[config.mk]
export PLATFORM = sky130hd
export DESIGN_NAME = demux_rr_dispatch_x4
export DESIGN_NICKNAME = d
export VERILOG_FILES = /design/src/rtl/demux_rr_dispatch_x4.sv
export SDC_FILE = /design/constraint.sdc
export NUM_CORES = 1
export LEC_CHECK = 0
export ABC_AREA = 1
export CAP_MARGIN = 20
export CELL_PAD_IN_SITES_DETAIL_PLACEMENT = 0
export CELL_PAD_IN_SITES_GLOBAL_PLACEMENT = 1
export CORE_MARGIN = 10
export CORE_UTILIZATION = 35
export DETAILED_ROUTE_END_ITERATION = 16
export GPL_TIMING_DRIVEN = 0
export PLACE_DENSITY = 0.79
export SLEW_MARGIN = 20
export SYNTH_ARGS = -nofsm -noshare
export SYNTH_HDL_FRONTEND = slang
export SYNTH_SLANG_ARGS = --single-unit
[constraint.sdc]
create_clock -name clk -period 2.45 [get_ports clk]
set_input_delay 0.3675 -clock clk [delete_from_list [all_inputs] [get_ports clk]]
set_output_delay 0.3675 -clock clk [all_outputs]
set_load 0.02 [all_outputs]
[src/rtl/demux_rr_dispatch_x4.sv]
// Round-robin dispatcher: steers each accepted input word to one of four
// flow-controlled output channels, skipping busy or disabled channels.
module demux_rr_dispatch_x4 #(
  parameter int BUS_WIDTH = 8
) (
  input  logic                 clk,
  input  logic                 rst_n,
  input  logic [BUS_WIDTH-1:0] y,
  input  logic                 y_valid,
  output logic                 y_ready,
  input  logic [3:0]           en,
  output logic [BUS_WIDTH-1:0] a,
  output logic [BUS_WIDTH-1:0] b,
  output logic [BUS_WIDTH-1:0] c,
  output logic [BUS_WIDTH-1:0] d,
  output logic [3:0]           out_valid,
  input  logic [3:0]           out_ready,
  output logic [1:0]           sel,
  output logic [15:0]          count
);

  logic [BUS_WIDTH-1:0] data_q [4];
  logic [BUS_WIDTH-1:0] data_d [4];
  logic [3:0]           valid_q, valid_d;
  logic [1:0]           ptr_q, ptr_d;
  logic [1:0]           sel_q, sel_d;
  logic [15:0]          count_q, count_d;

  logic [3:0]           eligible_s;
  logic [1:0]           grant_s;
  logic                 accept_s;

  assign eligible_s = en & (~valid_q | out_ready);
  assign y_ready    = rst_n & (|eligible_s);
  assign accept_s   = y_valid & y_ready;

  // Grant search: first eligible channel at or above ptr, wrapping 3 -> 0.
  always_comb begin : grant_search
    logic       found;
    logic [1:0] idx;
    grant_s = ptr_q;
    found   = 1'b0;
    idx     = ptr_q;
    for (int k = 0; k < 4; k++) begin
      idx = ptr_q + 2'(k);
      if (!found && eligible_s[idx]) begin
        grant_s = idx;
        found   = 1'b1;
      end else begin
        found   = found;
      end
    end
  end

  // Next-state for channel registers, pointer, grant index and word counter.
  always_comb begin
    valid_d = valid_q;
    ptr_d   = ptr_q;
    sel_d   = sel_q;
    count_d = count_q;
    for (int i = 0; i < 4; i++) begin
      data_d[i] = data_q[i];
      if (accept_s && (grant_s == 2'(i))) begin
        data_d[i]  = y;
        valid_d[i] = 1'b1;
      end else if (valid_q[i] && out_ready[i]) begin
        data_d[i]  = {BUS_WIDTH{1'b0}};
        valid_d[i] = 1'b0;
      end else begin
        data_d[i]  = data_q[i];
        valid_d[i] = valid_q[i];
      end
    end
    if (accept_s) begin
      ptr_d   = grant_s + 2'd1;
      sel_d   = grant_s;
      count_d = count_q + 16'd1;
    end else begin
      ptr_d   = ptr_q;
      sel_d   = sel_q;
      count_d = count_q;
    end
  end

  // State registers with synchronous active-low reset.
  always_ff @(posedge clk) begin
    if (!rst_n) begin
      for (int i = 0; i < 4; i++) begin
        data_q[i] <= {BUS_WIDTH{1'b0}};
      end
      valid_q <= 4'b0000;
      ptr_q   <= 2'd0;
      sel_q   <= 2'd0;
      count_q <= 16'd0;
    end else begin
      for (int i = 0; i < 4; i++) begin
        data_q[i] <= data_d[i];
      end
      valid_q <= valid_d;
      ptr_q   <= ptr_d;
      sel_q   <= sel_d;
      count_q <= count_d;
    end
  end

  assign a         = data_q[0];
  assign b         = data_q[1];
  assign c         = data_q[2];
  assign d         = data_q[3];
  assign out_valid = valid_q;
  assign sel       = sel_q;
  assign count     = count_q;

endmodule

After elaboration in Yosys (flattened, before gate mapping)
Memories as Yosys holds them, arrays and structs flattened.
Cells that the tools add are included.
{"block": "word_totals", "ff_bits": 24, "memories": 1, "latchBits": 0, "output_inout_bits": 55, "wordCells": 85, "ramBits": 32, "mem_bits_ro": 0, "in_bits": 19}
{"block": "op_classes", "bitwise": 9, "shift": 0, "n_mux": 36, "eq_ne": 3, "multipliers": 0, "n_div": 0, "reduce_logical": 20, "n_lt_le_gt_ge": 4, "addsub": 5}
{"memory": "data_q", "words": 4, "width": 8, "rd": 4, "rd_clocked_by_memory_dff": 0, "write_ports": 4, "line": "22", "rtl": "logic [BUS_WIDTH-1:0] data_q [4];"}
{"op": "$mux W8", "count": 12}
{"op": "$mux W1", "count": 17}
{"op": "$add A16 B1 Y16 const B", "count": 1}
{"op": "$lt A2 B3 Y1 const B", "count": 4}
{"op": "$logic_and A1 B1 Y1", "count": 11}
{"op": "$bmux W1 S2", "count": 4}
{"op": "$reduce_bool A2 Y1", "count": 4}
{"op": "$mux W2", "count": 3}
{"op": "$add A2 B1 Y2 const B", "count": 2}
{"op": "$add A2 B2 Y2 const B", "count": 2}
{"op": "$and A4 B4 Y4", "count": 1}
{"op": "$eq A2 B2 Y1 const B", "count": 2}
{"op": "$not A4 Y4", "count": 1}
{"op": "$or A1 B1 Y1", "count": 4}
{"op": "$or A4 B4 Y4", "count": 1}
{"op": "$reduce_or A4 Y1", "count": 1}
{"op": "$logic_not A1 Y1", "count": 3}
{"op": "$and A1 B1 Y1", "count": 2}
{"op": "$eq A2 B1 Y1 const B", "count": 1}
{"op": "$logic_not A2 Y1", "count": 1}

Logic depth before layout (Yosys ltp)
Gate-level depths: netlist of run 1.
{"block": "depth", "word_depth": 19, "ltp_mapped": 17, "mapped_depth_nobuf": 16}

Worst setup path before layout of run 1
OpenSTA, ideal clock, no wires.
{"block": "synth_path", "path_kind": "register -> register", "from": "register valid_q[1] (netlist: out_valid[1])", "to": "memory data_q[3][0]", "setup_time_ns": 0.070, "required_ns": 2.380, "period_less_slack_ns": 1.861, "arrival_ns": 1.791, "n_path_buf": 1, "path_slack_ns": 0.589, "stages_incl_launch_ff": 13, "cell_sequence": "dfxtp_1 > nand2_1 > nand2_1 > nand3_1 > a21oi_1 > nor2_2 > nand2_4 > inv_2 > buf_4 > nand2_2 > nor2_4 > nand2_1 > a21oi_1"}
{"item": "start: declaration", "line": "24", "rtl": "logic [3:0] valid_q, valid_d;"}
{"item": "start signal: assignment", "line": "99", "rtl": "valid_q <= valid_d;"}
{"item": "end: declaration", "line": "22"}

==> results of run 1 <==
[Yosys cell counts (2+ instances only)]
cell | instances | share of area
dfxtp_1 | 56 | 0.40
nand2_4 | 9 | 0.036
a31oi_1 | 2 | 0.0045
nand2_1 | 82 | 0.11
buf_4 | 2 | 0.0054
xnor2_1 | 3 | 0.0094
inv_1 | 20 | 0.027
nand3_1 | 71 | 0.13
nand3_2 | 7 | 0.025
inv_2 | 2 | 0.0027
nand2_2 | 10 | 0.022
inv_4 | 2 | 0.0045
nand4_1 | 3 | 0.0067
nor2_4 | 5 | 0.020
o21ai_0 | 6 | 0.011
nor3_1 | 12 | 0.022
a21oi_1 | 47 | 0.084
nor2_1 | 9 | 0.012
nor2_8 | 2 | 0.014
clkbuf_1 | 7 | 0.0094
xor2_1 | 2 | 0.0063
buf_6 | 2 | 0.0081
[what timing repair did]
item / 4_1_cts / 5_1_grt
endpoints found under the hold margin: 0 / 0
setup endpoints to repair: 0 / 1
resized for setup: 0 / 1
[cells by family (layout without fill, tap and decap cells)]
group | after synthesis | in the layout | share of synthesized area
AOI/OAI and AO/OA | 57 | 57 | 0.105
xor gates and xnor gates | 5 | 5 | 0.0157
adders and majority gates | 1 | 1 | 0.00448
buffers and inverters | 36 | 117 | 0.0601
DFF | 56 | 56 | 0.402
and+or+nand+nor | 215 | 215 | 0.413
[critical path, cell delays in order]
cell and delay [ps]:
clkdlybuf4s50_1 470, inv_1 40, nand2_1 180, nand3_1 160, nand2_1 130, nand2_2 70
nand2_4 120, nand2_2 90, nand2_1 70, nand2_1 60, nand2_2 70, nand2_4 80
nor2_8 170, nand2_2 180, nand3_1 120, a21oi_1 70
[sequential cells by signal (all words and copies together) (netlist names)]
| register | count |
|---|---|
| data_q | 32 |
| sel | 2 |
| ptr_q | 2 |
| count | 16 |
| out_valid | 4 |
[power by group]
part	switching (mW)	leakage, nW	internal (mW)
sequential	0.0698	0.453	1.03
clock	0.314	0.0456	0.205
combinational	1.05	0.874	0.600
[per-stage QoR]
stage	total power, mW	cells
2_1_floorplan	2.31	370
3_3_place_gp	2.77	545
3_5_place_dp	2.78	545
4_1_cts	3.31	553
5_1_grt	3.49	553
6_report	3.27	553
[worst max path at each step]
stage	startpoint	end	slack (ps)	cells after the start
2_1_floorplan	out_valid[1]$_SDFFE_PN0P_	data_q[3][0]$_SDFFE_PN0P_	590	12
3_3_place_gp	out_ready[0]	data_q[1][4]$_SDFFE_PN0P_	-130	16
3_5_place_dp	out_ready[0]	data_q[1][7]$_SDFFE_PN0P_	-110	16
4_1_cts	out_ready[0]	y_ready	30	8
5_1_grt	out_ready[0]	data_q[3][6]$_SDFFE_PN0P_	9	16
6_report	out_ready[0]	data_q[1][2]$_SDFFE_PN0P_	200	16
[area by class of cell]
| type | instances | area, um^2 | share of cell area |
|---|---|---|---|
| Multi-Input combinational cell | 278 | 1500 | 0.402 |
| Sequential cell | 56 | 1120 | 0.300 |
| Timing Repair Buffer | 73 | 733 | 0.196 |
| Tap cell | 102 | 128 | 0.0341 |
| Inverter | 25 | 104 | 0.0278 |
| Clock buffer | 6 | 72.6 | 0.0194 |
| Buffer | 11 | 63.8 | 0.0171 |
| Clock inverter | 2 | 13.8 | 0.00368 |
[layer usage]
metal | global-route usage | vias to the layer above | routed length, um
li1 | - | 1412 | -
met1 | 0.200 | 1254 | 4160
met2 | 0.225 | 52 | 3990
met3 | 0.0310 | 7 | 387
met4 | 0.0409 | 0 | 94
met5 | 0 | - | 0
==> summary.md, run 1 <==
| Metric | Value |
|---|---|
| DP HPWL | 6430 um |
| Hold Path End | data_q[2][2]$_SDFFE_PN0P_ |
| DR iter-0 viols | 156 |
| Worst setup SP type | input port |
| Worst setup margin | 204 ps |
| Commonest non-fill, non-tap cells in the layout | nand2_1, clkdlybuf4s50_1, nand3_1, dfxtp_1, a21oi_1 |
| Most common cell after layout, fill and taps aside | nand2_1 |
| Seq/Total Area, Yosys | 0.402 |
| Post-Place Worst Slack | -111 ps |
| Worst Path Max Fanout | 10 |
| Largest net degree at the start of global routing | 18 |
| Final hold vios | 0 |
| Cells after Synth | 370 |
| CTS Buf Count | 5 |
| Worst R2R Path Depth | 13 |
| Initial antenna violation count | 0 |
| Utilization after layout | 0.484 |
| Vias per cell | 4.93 |
| Mapped cell area | 2790 um^2 |
| Fmax | 445 MHz |
| Ports | 74 |
| Clock buffer depth | 2 |
| Yosys warnings | 0 |
| DRC | 0 |
| WS Path Type | in2reg |
| Worst EP arrival | 2440 ps |
| Cts hold-fix bufs | 0 |
| Final Critical Period | 2250 ps |
| Power Dens Cells | 875 nW/um^2 |
| Hold Slack | 487 ps |
| PortBufs | 73 |
| Clock-pin slew on the worst setup and hold paths | 100 ps |
| Full die area | 11,900 um^2 |
| Max-cap check violation count | 0 |
| Placed Area | 3650 um^2 |
| Diode count | 0 |
| Die width | 109 um |
| Final wirelength | 8630 um |
| Post-synth cell types | 31 |
| Routed len/inst | 15.6 um |
| R2r setup slk | 410 ps |
| Number of global-route vias before repair | 2,672 |
| TNS Setup | 0 ps |
| Clk sinks | 56 |
| Row cnt | 32 |
| Core box area | 7730 um^2 |
| Unrepaired setup endpoints after global routing | false |
| Gr usage total | 0.145 |
| Slew headroom | 0.572 |
| Final Cell Area | 3740 um^2 |
| Die Height | 109 um |
| Hold Startpoint | data_q[2][2]$_SDFFE_PN0P_ |
| # setup viols final | 0 |
| Global-route wire length before repair | 14,000 um |
| Area Growth Syn to Fin | 33.9% |
| Slew Viols, Final | 0 |
| Post-synth EDFFs | 0 |
| Synth Register Bits | 56 |
| RePlAce Congestion | 0.820 |
| TritonRoute pass-1 iters | 4 |
| Number of fill cells in the layout | 771 |
| Async set-reset flop share out of synthesis | 0 |
| NumNets Final | 470 |
| DRT antenna net count | 0 |
| Period Utilization, post-route | 0.917 |
| Worst r2r src | out_valid[3]$_SDFFE_PN0P_ |
| Clk_skew | 9.37 ps |
| Mapped Nets | 390 |
| CTS Root Cell | clkbuf_8 |
| Vias | 2,725 |
| Status | completed |
| Worst Max-Slew Pin Slew | 642 ps |
| CTS tree | built |
| Setup bufs post-CTS | 0 |
| Worst Hold Class | reg2reg |
| Layout cells sized above 1 | 0.113 |
| Hold path cells | 2 |
| # H-tree levels | 2 |
| Main synth FF type | dfxtp_1 |
| Critical Path Sink Type | register |
| Leakage | 1.37 nW |
| Syn avg cell area | 7.54 um^2 |
| Starting density of the core | 0.361 |
| Worst-Skew Late Latency | 320 ps |
| Peak VDD IR | 0.000425 V |
| Gr ovfl total | 0 |
| R2r endpoint | data_q[1][2]$_SDFFE_PN0P_ |
| Worst endpoint required time | 2640 ps |
(Power assumes the default switching activity.)
==> run 2, diff against run 1 <==
==> constraint.sdc (replaced) <==
create_clock -name clk -period 2.45 [get_ports clk]
set_input_delay 0.245 -clock clk [delete_from_list [all_inputs] [get_ports clk]]
set_output_delay 0.245 -clock clk [all_outputs]
set_load 0.02 [all_outputs]
==> run 2 against run 1 <==
Against the previous run:
- flip-flop and latch count unchanged
- combinational power about the same
- sequential power hardly changed
- first-iteration DRC count stayed put
- power about the same
- routed wire length barely moved
- final area is essentially flat
- critical path depth shrank 8
==> summary.md, run 2 (synthesis gave the netlist of run 1 again) <==
| Metric | Value |
|---|---|
| Setup bufs post-CTS | 0 |
| Final std cells w/o fill | 553 |
| Max FFs per register | 32 |
| CTS Root Cell | clkbuf_8 |
| Fmax | 461 MHz |
| TritonRoute pass-1 iters | 4 |
| Power Dens Cells | 875 nW/um^2 |
| DR iter-0 viols | 156 |
| Largest register by flop count | data_q |
| NumNets Final | 470 |
| Layout cells sized above 1 | 0.113 |
| Top Metal Used | met4 |
| CTS resizes | 0 |
| CP top delay family | buffers and inverters |
| Worst Hold Class | reg2reg |
| PortBufs | 73 |
| Routed len/inst | 15.6 um |
| Number of fill cells in the layout | 772 |
| Core box area | 7730 um^2 |
| Global-route wire length before repair | 14,000 um |
| Final Critical Period | 2170 ps |
| Most common cell after layout, fill and taps aside | nand2_1 |
| CP max stage delay | 630 ps |
| DRT antenna net count | 0 |
| Slew headroom | 0.572 |
| Routed length on met3 | 397 um |
| P_sw | 1.44 mW |
| Clk_skew | 9.37 ps |
| Sw Ratio | 0.439 |
| Clk sinks | 56 |
| Starting density of the core | 0.361 |
| DP HPWL | 6430 um |
| Ports | 74 |
| # H-tree levels | 2 |
| Diode count | 0 |
| Worst setup SP type | input port |
| Worst endpoint required time | 2200 ps |
| Utilization after layout | 0.483 |
| Final Power | 3.27 mW |
| # setup viols final | 0 |
| CP cell instances | clkdlybuf4s50_1 -> inv_1 -> nand2_1 -> nand2_1 -> nand3_1 -> a21oi_1 -> nor2_2 -> clkdlybuf4s50_1 |
| Full die area | 11,900 um^2 |
| Row cnt | 32 |
| P_int | 1.83 mW |
| Combinational share of power | 0.505 |
| Worst r2r src | out_valid[3]$_SDFFE_PN0P_ |
| Die Height | 109 um |
| Die width | 109 um |
| Cts hold-fix bufs | 0 |
| Routed wl met2 | 3990 um |
| Worst Max-Slew Pin Slew | 642 ps |
| Number of global-route vias before repair | 2,672 |
| RePlAce Congestion | 0.820 |
| Buffers & Inverters on Critical Path | 3 |
| Clock buffer depth | 2 |
| Peak VDD IR | 0.000425 V |
| Largest net degree at the start of global routing | 18 |
| Hold Slack | 487 ps |
| Status | completed |
| Area Growth Syn to Fin | 33.8% |
| Leakage | 1.36 nW |
| Seq pwr share | 0.336 |
| Commonest non-fill, non-tap cells in the layout | nand2_1, clkdlybuf4s50_1, nand3_1, dfxtp_1, a21oi_1 |
| Worst setup margin | 278 ps |
| Post-Place Worst Slack | 11.2 ps |
| Worst path slowest cell | clkdlybuf4s50_1 |
| Gr ovfl total | 0 |
| Clk pwr share | 0.159 |
| CTS tree | built |
| DRC | 0 |
| Critical Path Start | out_ready[0] |
| CTS Buf Count | 5 |
| Vias per cell | 4.93 |
| Max-cap check violation count | 0 |
| Vias | 2,725 |
| DP Cell Count | 545 |
| Worst-Skew Late Latency | 320 ps |
| Worst Path Max Fanout | 4 |
| Hold Startpoint | data_q[2][2]$_SDFFE_PN0P_ |
| Routed met1 length | 4140 um |
| Initial antenna violation count | 0 |
| Worst EP arrival | 1930 ps |
| Final hold vios | 0 |
| Slew Viols, Final | 0 |
| Final wirelength | 8620 um |
| Period Utilization, post-route | 0.886 |
| WS Path Type | in2out |
| Critical Path Sink Type | output port |
| Clock-pin slew on the worst setup and hold paths | 100 ps |
| Gr usage total | 0.145 |
| Unrepaired setup endpoints after global routing | false |
[run 2: power by group through the flow]
stage / Clock, mW / Sequential (mW) / Combinational (mW)
after floorplan: 0 / 1.24 / 1.07
after global placement: 0 / 1.12 / 1.65
after detailed placement: 0 / 1.12 / 1.66
after CTS: 0.536 / 1.10 / 1.67
after global routing: 0.568 / 1.12 / 1.81
final: 0.519 / 1.10 / 1.65
[run 2: stage by stage]
| stage | cell area (um^2) | TNS, ps |
|---|---|---|
| final | 3740 | 0 |
| after global routing | 3740 | 0 |
| after CTS | 3740 | 0 |
| after detailed placement | 3650 | 0 |
| after global placement | 3650 | -44.3 |
| after floorplan | 2790 | 0 |
[run 2: layer usage]
layer | GRT usage | vias to the layer above
li1 | - | 1412
met1 | 0.200 | 1254
met2 | 0.225 | 52
met3 | 0.0310 | 7
met4 | 0.0409 | 0
met5 | 0 | -
[run 2: worst min-delay path, cell delays in order, from the launching register on]
cell	delay (ps)
dfxtp_1	320
nand3_1	70
a21oi_1	60
[run 2: cell type report]
type / count / area, um^2 / area share
clock inverter: 2 / 13.8 / 0.00368
tap: 102 / 128 / 0.0342
timing repair buffer: 73 / 731 / 0.196
buffer: 11 / 63.8 / 0.0171
inverter: 25 / 104 / 0.0278
clock buffer: 6 / 72.6 / 0.0194
sequential: 56 / 1120 / 0.300
multi-input combinational: 278 / 1500 / 0.402
[run 2: final timing paths]
kind / depth (start not counted) / slack (ps) / to
worst max-delay path: 8 / 280 / y_ready
worst min-delay path: 2 / 490 / data_q[2][2]$_SDFFE_PN0P_
worst max register to register: 13 / 410 / data_q[1][2]$_SDFFE_PN0P_
worst min register to register: 2 / 490 / data_q[2][2]$_SDFFE_PN0P_
